File: config.mk
export PLATFORM = sky130hd
export DESIGN_NAME = key_sched_ctrl
export DESIGN_NICKNAME = d
export VERILOG_FILES = /design/src/rtl/key_sched_ctrl.sv
export SDC_FILE = /design/constraint.sdc
export NUM_CORES = 1
export LEC_CHECK = 0
export ABC_CLOCK_PERIOD_IN_PS = 3600
export CAP_MARGIN = 20
export CORE_UTILIZATION = 45
export DETAILED_ROUTE_END_ITERATION = 10
export GPL_ROUTABILITY_DRIVEN = 1
export PLACE_DENSITY = 0.82
export SLEW_MARGIN = 40
export SYNTH_ARGS = -nofsm -noshare
export SYNTH_HDL_FRONTEND = slang
export SYNTH_SLANG_ARGS = --single-unit
File: constraint.sdc
create_clock -name clk -period 3.6 [get_ports clk]
set_input_delay 0.72 -clock clk [delete_from_list [all_inputs] [get_ports clk]]
set_output_delay 0.72 -clock clk [all_outputs]
set_load 0.1 [all_outputs]
File: src/rtl/key_sched_ctrl.sv
// Round-key generator sequencer: round-robin arbitration between two key requesters,
// load + rounds 1..10 with settle gaps, and a single-entry cache of the expanded key.
module key_sched_ctrl #(
  parameter int BLOCK_LENGTH = 128,
  parameter int SETTLE       = 1
) (
  input  logic                    clk,
  input  logic                    rst,
  input  logic [1:0]              req_valid,
  input  logic [BLOCK_LENGTH-1:0] req_key0,
  input  logic [BLOCK_LENGTH-1:0] req_key1,
  output logic [1:0]              req_ready,
  input  logic                    flush,
  output logic                    gen_en,
  output logic [3:0]              gen_round,
  output logic [BLOCK_LENGTH-1:0] gen_key,
  output logic                    keys_valid,
  output logic                    keys_owner,
  output logic                    done,
  output logic                    busy
);

  typedef enum logic [2:0] {IDLE, LOAD, WAIT, STEP, DONE} state_t;

  localparam logic [1:0] SETTLE_LAST = (SETTLE > 0) ? 2'(SETTLE - 1) : 2'd0;
  localparam logic [3:0] LAST_ROUND  = 4'd10;

  state_t                  state_q, state_d;
  logic [3:0]              round_q, round_d;
  logic [1:0]              cnt_q, cnt_d;
  logic [BLOCK_LENGTH-1:0] key_q, key_d;
  logic                    kv_q, kv_d;
  logic                    owner_q, owner_d;
  logic                    last_grant_q, last_grant_d;

  logic [1:0]              grant;
  logic                    accept;
  logic                    acc_idx;
  logic [BLOCK_LENGTH-1:0] acc_key;
  logic                    hit;

  // Grant only in IDLE; with both requesters pending, favour the one not served last.
  always_comb begin
    grant = 2'b00;
    if (state_q == IDLE && !flush) begin
      if (req_valid == 2'b11) grant = last_grant_q ? 2'b01 : 2'b10;
      else                    grant = req_valid;
    end
  end

  assign accept  = |(req_valid & grant);
  assign acc_idx = grant[1];
  assign acc_key = acc_idx ? req_key1 : req_key0;
  assign hit     = kv_q && (acc_key == key_q);

  always_ff @(posedge clk or negedge rst) begin
    if (!rst) begin
      state_q      <= IDLE;
      round_q      <= 4'd0;
      cnt_q        <= 2'd0;
      key_q        <= '0;
      kv_q         <= 1'b0;
      owner_q      <= 1'b0;
      last_grant_q <= 1'b1;
    end else begin
      state_q      <= state_d;
      round_q      <= round_d;
      cnt_q        <= cnt_d;
      key_q        <= key_d;
      kv_q         <= kv_d;
      owner_q      <= owner_d;
      last_grant_q <= last_grant_d;
    end
  end

  always_comb begin
    state_d      = state_q;
    round_d      = round_q;
    cnt_d        = cnt_q;
    key_d        = key_q;
    kv_d         = kv_q;
    owner_d      = owner_q;
    last_grant_d = last_grant_q;
    case (state_q)
      IDLE: begin
        if (accept) begin
          key_d        = acc_key;
          owner_d      = acc_idx;
          last_grant_d = acc_idx;
          if (hit) begin
            state_d = DONE;
          end else begin
            kv_d    = 1'b0;
            state_d = LOAD;
          end
        end
      end
      LOAD: begin
        round_d = 4'd1;
        cnt_d   = 2'd0;
        state_d = (SETTLE == 0) ? STEP : WAIT;
      end
      WAIT: begin
        if (cnt_q == SETTLE_LAST) state_d = STEP;
        else                      cnt_d   = cnt_q + 2'd1;
      end
      STEP: begin
        cnt_d = 2'd0;
        // Bank becomes valid together with the done pulse, hence set on the way into DONE.
        if (round_q == LAST_ROUND) begin
          kv_d    = 1'b1;
          state_d = DONE;
        end else begin
          round_d = round_q + 4'd1;
          state_d = (SETTLE == 0) ? STEP : WAIT;
        end
      end
      DONE:    state_d = IDLE;
      default: state_d = IDLE;
    endcase
    if (flush) begin
      state_d = IDLE;
      kv_d    = 1'b0;
    end
  end

  // WAIT already presents the upcoming round so its constant reaches the g-stage early.
  always_comb begin
    gen_en    = (state_q == LOAD) || (state_q == STEP);
    gen_round = ((state_q == WAIT) || (state_q == STEP)) ? round_q : 4'd0;
    busy      = (state_q != IDLE);
    done      = (state_q == DONE) && !flush;
  end

  assign req_ready  = grant;
  assign gen_key    = key_q;
  assign keys_valid = kv_q;
  assign keys_owner = owner_q;

endmodule

**Word level (Yosys, flattened, before mapping)**

Cells that the tools add are included.
W data, S select, Z words.

- Register bits: 140
- Input port bits: 261

- Add/sub/neg operators: 2
- Mux-type cells: 20
- Equal/unequal tests: 13
- Reduce and logical (&&, ||, !) cells: 19
- Bitwise operators: 1

Operators with widths:

| kind | count |
|---|---|
| $eq A128 B128 Y1 | 1 |
| $mux W128 | 1 |
| $mux W3 | 5 |
| $ne A3 B3 Y1 const B | 4 |
| $pmux W3 S4 | 1 |
| $mux W2 | 4 |
| $mux W4 | 2 |
| $pmux W4 S2 | 1 |
| $reduce_and A2 Y1 | 4 |
| $eq A3 B2 Y1 const B | 2 |
| $reduce_bool A3 Y1 | 2 |
| $add A4 B1 Y4 const B | 1 |
| $eq A4 B4 Y1 const B | 1 |
| $mux W1 | 4 |
| $ne A2 B2 Y1 const B | 2 |
| $pmux W2 S2 | 1 |
| $reduce_and A4 Y1 | 1 |
| $reduce_bool A2 Y1 | 2 |
| $reduce_or A2 Y1 | 2 |
| $eq A3 B1 Y1 const B | 1 |
| $eq A3 B3 Y1 const B | 1 |
| $logic_and A1 B1 Y1 | 3 |
| $logic_not A3 Y1 | 1 |
| $add A2 B1 Y2 const B | 1 |
| 6 further kinds | 7 |

**Depth between registers and ports, before layout**

- Depth in word-level cells: 10
- Mapped depth: 13
- Mapped depth without buffers: 9

**Worst setup path after synthesis**

No wires, ideal clock.

- Path kind: in2out
- From: input port flush
- To: output port done
- Data required time: 2.880 ns
- Arrival: 3.871 ns
- Stages: 1
- Path buffers: 0
- Slack: -0.991 ns
- Cell sequence: nor4b_1

- Longest elaborated chain between the ends: 2

Ends and longest elaborated chain:

| what | RTL line | text |
|---|---|---|
| start: declaration | 13 | `input logic flush,` |
| $logic_not A1 Y1 | 132 | `done = (state_q == DONE) && !flush;` |
| $logic_and A1 B1 Y1 | 132 |  |
| end: declaration | 19 | `output logic done,` |

No other way between the ends.

**Final worst setup path**

- From: input port req_valid[1]
- To: register state_q[0]

- Longest elaborated chain between the ends: 10

Ends and longest elaborated chain:

| what | RTL line | text |
|---|---|---|
| start: declaration | 9 | `input logic [1:0] req_valid,` |
| $eq A2 B2 Y1 | 46 | `if (req_valid == 2'b11) grant = last_grant_q ? 2'b01 : 2'b10;` |
| $mux W2 | 46 |  |
| $mux W2 | 45 | `if (state_q == IDLE && !flush) begin` |
| $mux W128 | 53 | `assign acc_key = acc_idx ? req_key1 : req_key0;` |
| $eq A128 B128 Y1 | 54 | `assign hit = kv_q && (acc_key == key_q);` |
| $logic_and A1 B1 Y1 | 54 |  |
| $mux W3 | 90 | `if (hit) begin` |
| $mux W3 | 86 | `if (accept) begin` |
| $pmux W3 S4 | 84 | `case (state_q)` |
| $mux W3 | 121 | `if (flush) begin` |
| end signal: assignment | 66 | `state_q <= state_d;` |
| end: declaration | 28 | `state_t state_q, state_d;` |

Parallel ways exist; a longest one is shown, timed or not. The select of a mux whose other input is x is not followed.
A chain may end at the register's enable or synchronous reset.

==> summary.txt <==
Outcome - completed
GRT overflow - 0
Post-cts resize count - 0
Switching power - 10.3 mW
Initial antenna violation count - 1
CP delay by family, top - buffers and inverters
Clk_skew - 0.0125 ns
Synth area leader - dfrtp_1
Synth async-reset ratio - 1.00
Drt pass-1 iters - 7
Fin area - 15300 um^2
Yosys reg bits - 140
Compound-gate portion of the synthesized area - 0.204
CTS Sinks - 140
Worst-margin pin slew - 0.668 ns
Area after DPL - 14700 um^2
Hold Fails Final Rpt - 0
Multi-input gate area - 6290 um^2
Top-area cell type share of the netlist area - 0.333
Synth Warn # - 0
Combinational Power Share - 0.665
RSZ-0062 raised after global routing - false
CTS clk-pin slew, worst paths - 0.08 ns
Rel. slew slack - 0.543
Number of flops mapped to enable cells by yosys - 0
Crit-path cells - clkdlybuf4s50_1, a21boi_2, nand2_8, buf_4, buf_4, buf_12, mux2i_1, buf_4, o2111ai_1, nor4_1, nand4_1, nor3_1, a31oi_1
Top FF cell, synth - dfrtp_1
# fillers - 1940
Vias in the first global route - 12500
Startpoint type of the worst setup path - input port
Port Buffers - 399
Die span in y - 154 um
Detailed Route WL - 52700 um
CP Buf/Inv Count - 5
Fin crit period - 3.44 ns
Register area - 3500 um^2
Clock Path Buffers - 2
CTS tree - built
Post-CTS Setup Bufs - 0
Synthesized area - 10500 um^2
DR vias/cell - 6.29
Sw Ratio - 0.635
Final-report setup violation count - 0
GPL Wtd Cong - 1.04
Largest stage delay on the critical path - 0.50 ns
Worst path required time - 3.90 ns
Final ANT Viol Nets - 0
Total GRT Usage - 0.440
Post-DP HPWL - 41800 um
Most frequent cells in the layout - clkdlybuf4s50_1 (259), nand2_1 (247), buf_4 (145), dfrtp_1 (139), nor2_1 (128)
Multiplexer share of the synthesized area - 0.0357
DP Worst Slack - -0.147 ns
Worst EP arrival - 3.74 ns
Lkg Pwr - 6.81 nW
FP Rows - 55
Tcrit/Tclk final - 0.955
Register-to-register setup slack - 0.37 ns
Hold_buf cts - 0
Share of cells above drive strength 1 - 0.137
Post-synthesis simple-gate area fraction - 0.295
Power per Cell Area - 1060 nW/um^2
Crit Path Class - input port to flip-flop
P_int - 5.93 mW
Via Count - 13200
First-pass GRT wire length - 77900 um
Core Footprint - 22700 um^2
TritonCTS Buffers - 17
Most common cell after layout, fill and taps aside - clkdlybuf4s50_1
Die ar. - 23800 um^2
Die W - 154 um
Crit-path most repeated cell - buf_4
Initial DRC count - 1737
Seq pwr share - 0.218
Main combinational cell family by area after synthesis - simple AND/OR/NAND/NOR gates
Area contributors post-synth - dfrtp_1 (33%), nand2_1 (8.9%), a31oi_1 (6.8%), nor2_1 (4.6%), nand2b_1 (4.1%)
Maximum achievable frequency - 291 MHz
Initial Util - 0.460
Area delta synth->final - 46.1%
Max Fanout on Critical Path - 21
Final worst setup slack - 0.164 ns
CTS Root Cell - clkbuf_16
Peak VDD IR - 0.977 mV
Clk_lat worst skew - 0.44 ns
Reg-to-reg critical path endpoint - state_q[0]
Max-slew violation count - 0
Maxcap violations - 0
CP endpoint kind - flip-flop
Post-route DRC - 0
Final net count - 2065
Cells after Synth - 1395
RR Startpoint - state_q[0]
H-Tree Depth - 4
Power share of the clock group - 0.118
Adder-Cell Fraction of Synth Area - 0.00359
Average size of a mapped cell - 7.49 um^2
# IOs - 400
WL/cell - 25.1 um
Distinct cells, synth - 66
XOR/XNOR share of the synthesized area - 0.0603
Worst setup startpoint - req_valid[1]
Crit-path slowest cell - clkdlybuf4s50_1
Largest net degree at the start of global routing - 110
Syn Nets - 1659
Register area share after synthesis - 0.335
FF-to-FF path depth - 12
Worst hold-check path type - input port to asynchronous set/reset pin
-- cells in the mapped netlist, drive strengths merged, types with 5 or more instances --
| library cell | n |
|---|---|
| nor2b | 29 |
| o2bb2ai | 12 |
| o22ai | 31 |
| dfrtp | 139 |
| a222oi | 8 |
| nand2b | 68 |
| xnor2 | 29 |
| clkbuf | 56 |
| buf | 15 |
| a2111oi | 8 |
| nand2 | 248 |
| nor2 | 128 |
| o2111ai | 11 |
| nand4 | 30 |
| inv | 102 |
| a221oi | 8 |
| nor3 | 21 |
| a21oi | 37 |
| o221ai | 7 |
| or4 | 11 |
| and2 | 5 |
| a31oi | 113 |
| nand3 | 52 |
| mux2i | 35 |
| xor2 | 43 |
| o21ai | 60 |
| nor4 | 31 |
-- area by class of cell --
type                    instances  area share
multi-input cells            1082       0.412
repair buffers                458       0.270
flip-flops and latches        140       0.229
clock buffers                  18      0.0288
inverters                     102      0.0251
well taps                     285      0.0233
clock inverters                14      0.0113
diodes                          1    0.000164
-- through the flow --
| step | power, mW | util | std cells | hold slack (ns) | setup TNS, ns |
|---|---|---|---|---|---|
| detailed placement | 14.2 | 0.646 | 2067 | 0.471 | -0.187 |
| finish | 16.3 | 0.673 | 2100 | 0.239 | 0 |
| global route | 16.8 | 0.673 | 2099 | 0.282 | 0 |
| global placement | 14.3 | 0.655 | 2067 | 0.460 | -0.150 |
| floorplan | 11.0 | - | 1395 | 0.424 | -0.0138 |
| CTS | 16.1 | 0.673 | 2099 | 0.269 | 0 |
-- kinds of logic after synthesis --
| group | Yosys count |
|---|---|
| AOI/OAI and AO/OA | 325 |
| xor gates and xnor gates | 72 |
| buffers and inverters | 173 |
| DFF | 140 |
| and+or+nand+nor | 645 |
| adders and majority gates | 3 |
| muxes | 37 |
-- sequential cells by signal, summed over array words and instances, names as in the netlist --
name and flops:
cnt_q 2, keys_owner 1, keys_valid 1, gen_key 128, last_grant_q 1, state_q 3
round_q 4
-- worst register-to-register path, cell delays in order, from the launching register on --
cell       delay [ns]
dfrtp_1          0.53
nor4_4           0.50
nand2_8          0.06
buf_4            0.18
buf_4            0.19
buf_12           0.18
mux2i_1          0.16
buf_4            0.16
o2111ai_1        0.11
nor4_1           0.46
nand4_1          0.22
nor3_1           0.25
a31oi_1          0.11
-- worst max path at each step --
stage,endpoint,cells past startpoint
detailed placement,state_q[0],13
global route,state_q[0],11
CTS,state_q[0],13
finish,state_q[0],13
global placement,state_q[0],11
floorplan,gen_round[2],3
-- routing by layer --
layer	wire, um	part of all wire	global-route usage
met4	2810	0.053	0.220
met5	11	0.00021	0
met2	23400	0.44	0.687
met1	20300	0.38	0.580
met3	6270	0.12	0.0866
-- power groups by stage --
| stage | Sequential [mW] | Combinational [mW] | Clock, mW |
|---|---|---|---|
| after floorplan | 8.39 | 2.66 | 0 |
| final | 3.54 | 10.8 | 1.91 |
| after global placement | 3.48 | 10.8 | 0 |
| after detailed placement | 3.50 | 10.7 | 0 |
| after CTS | 3.48 | 10.7 | 1.91 |
| after global routing | 3.62 | 11.2 | 1.96 |
Note: power is estimated with default switching activity, not from simulation.
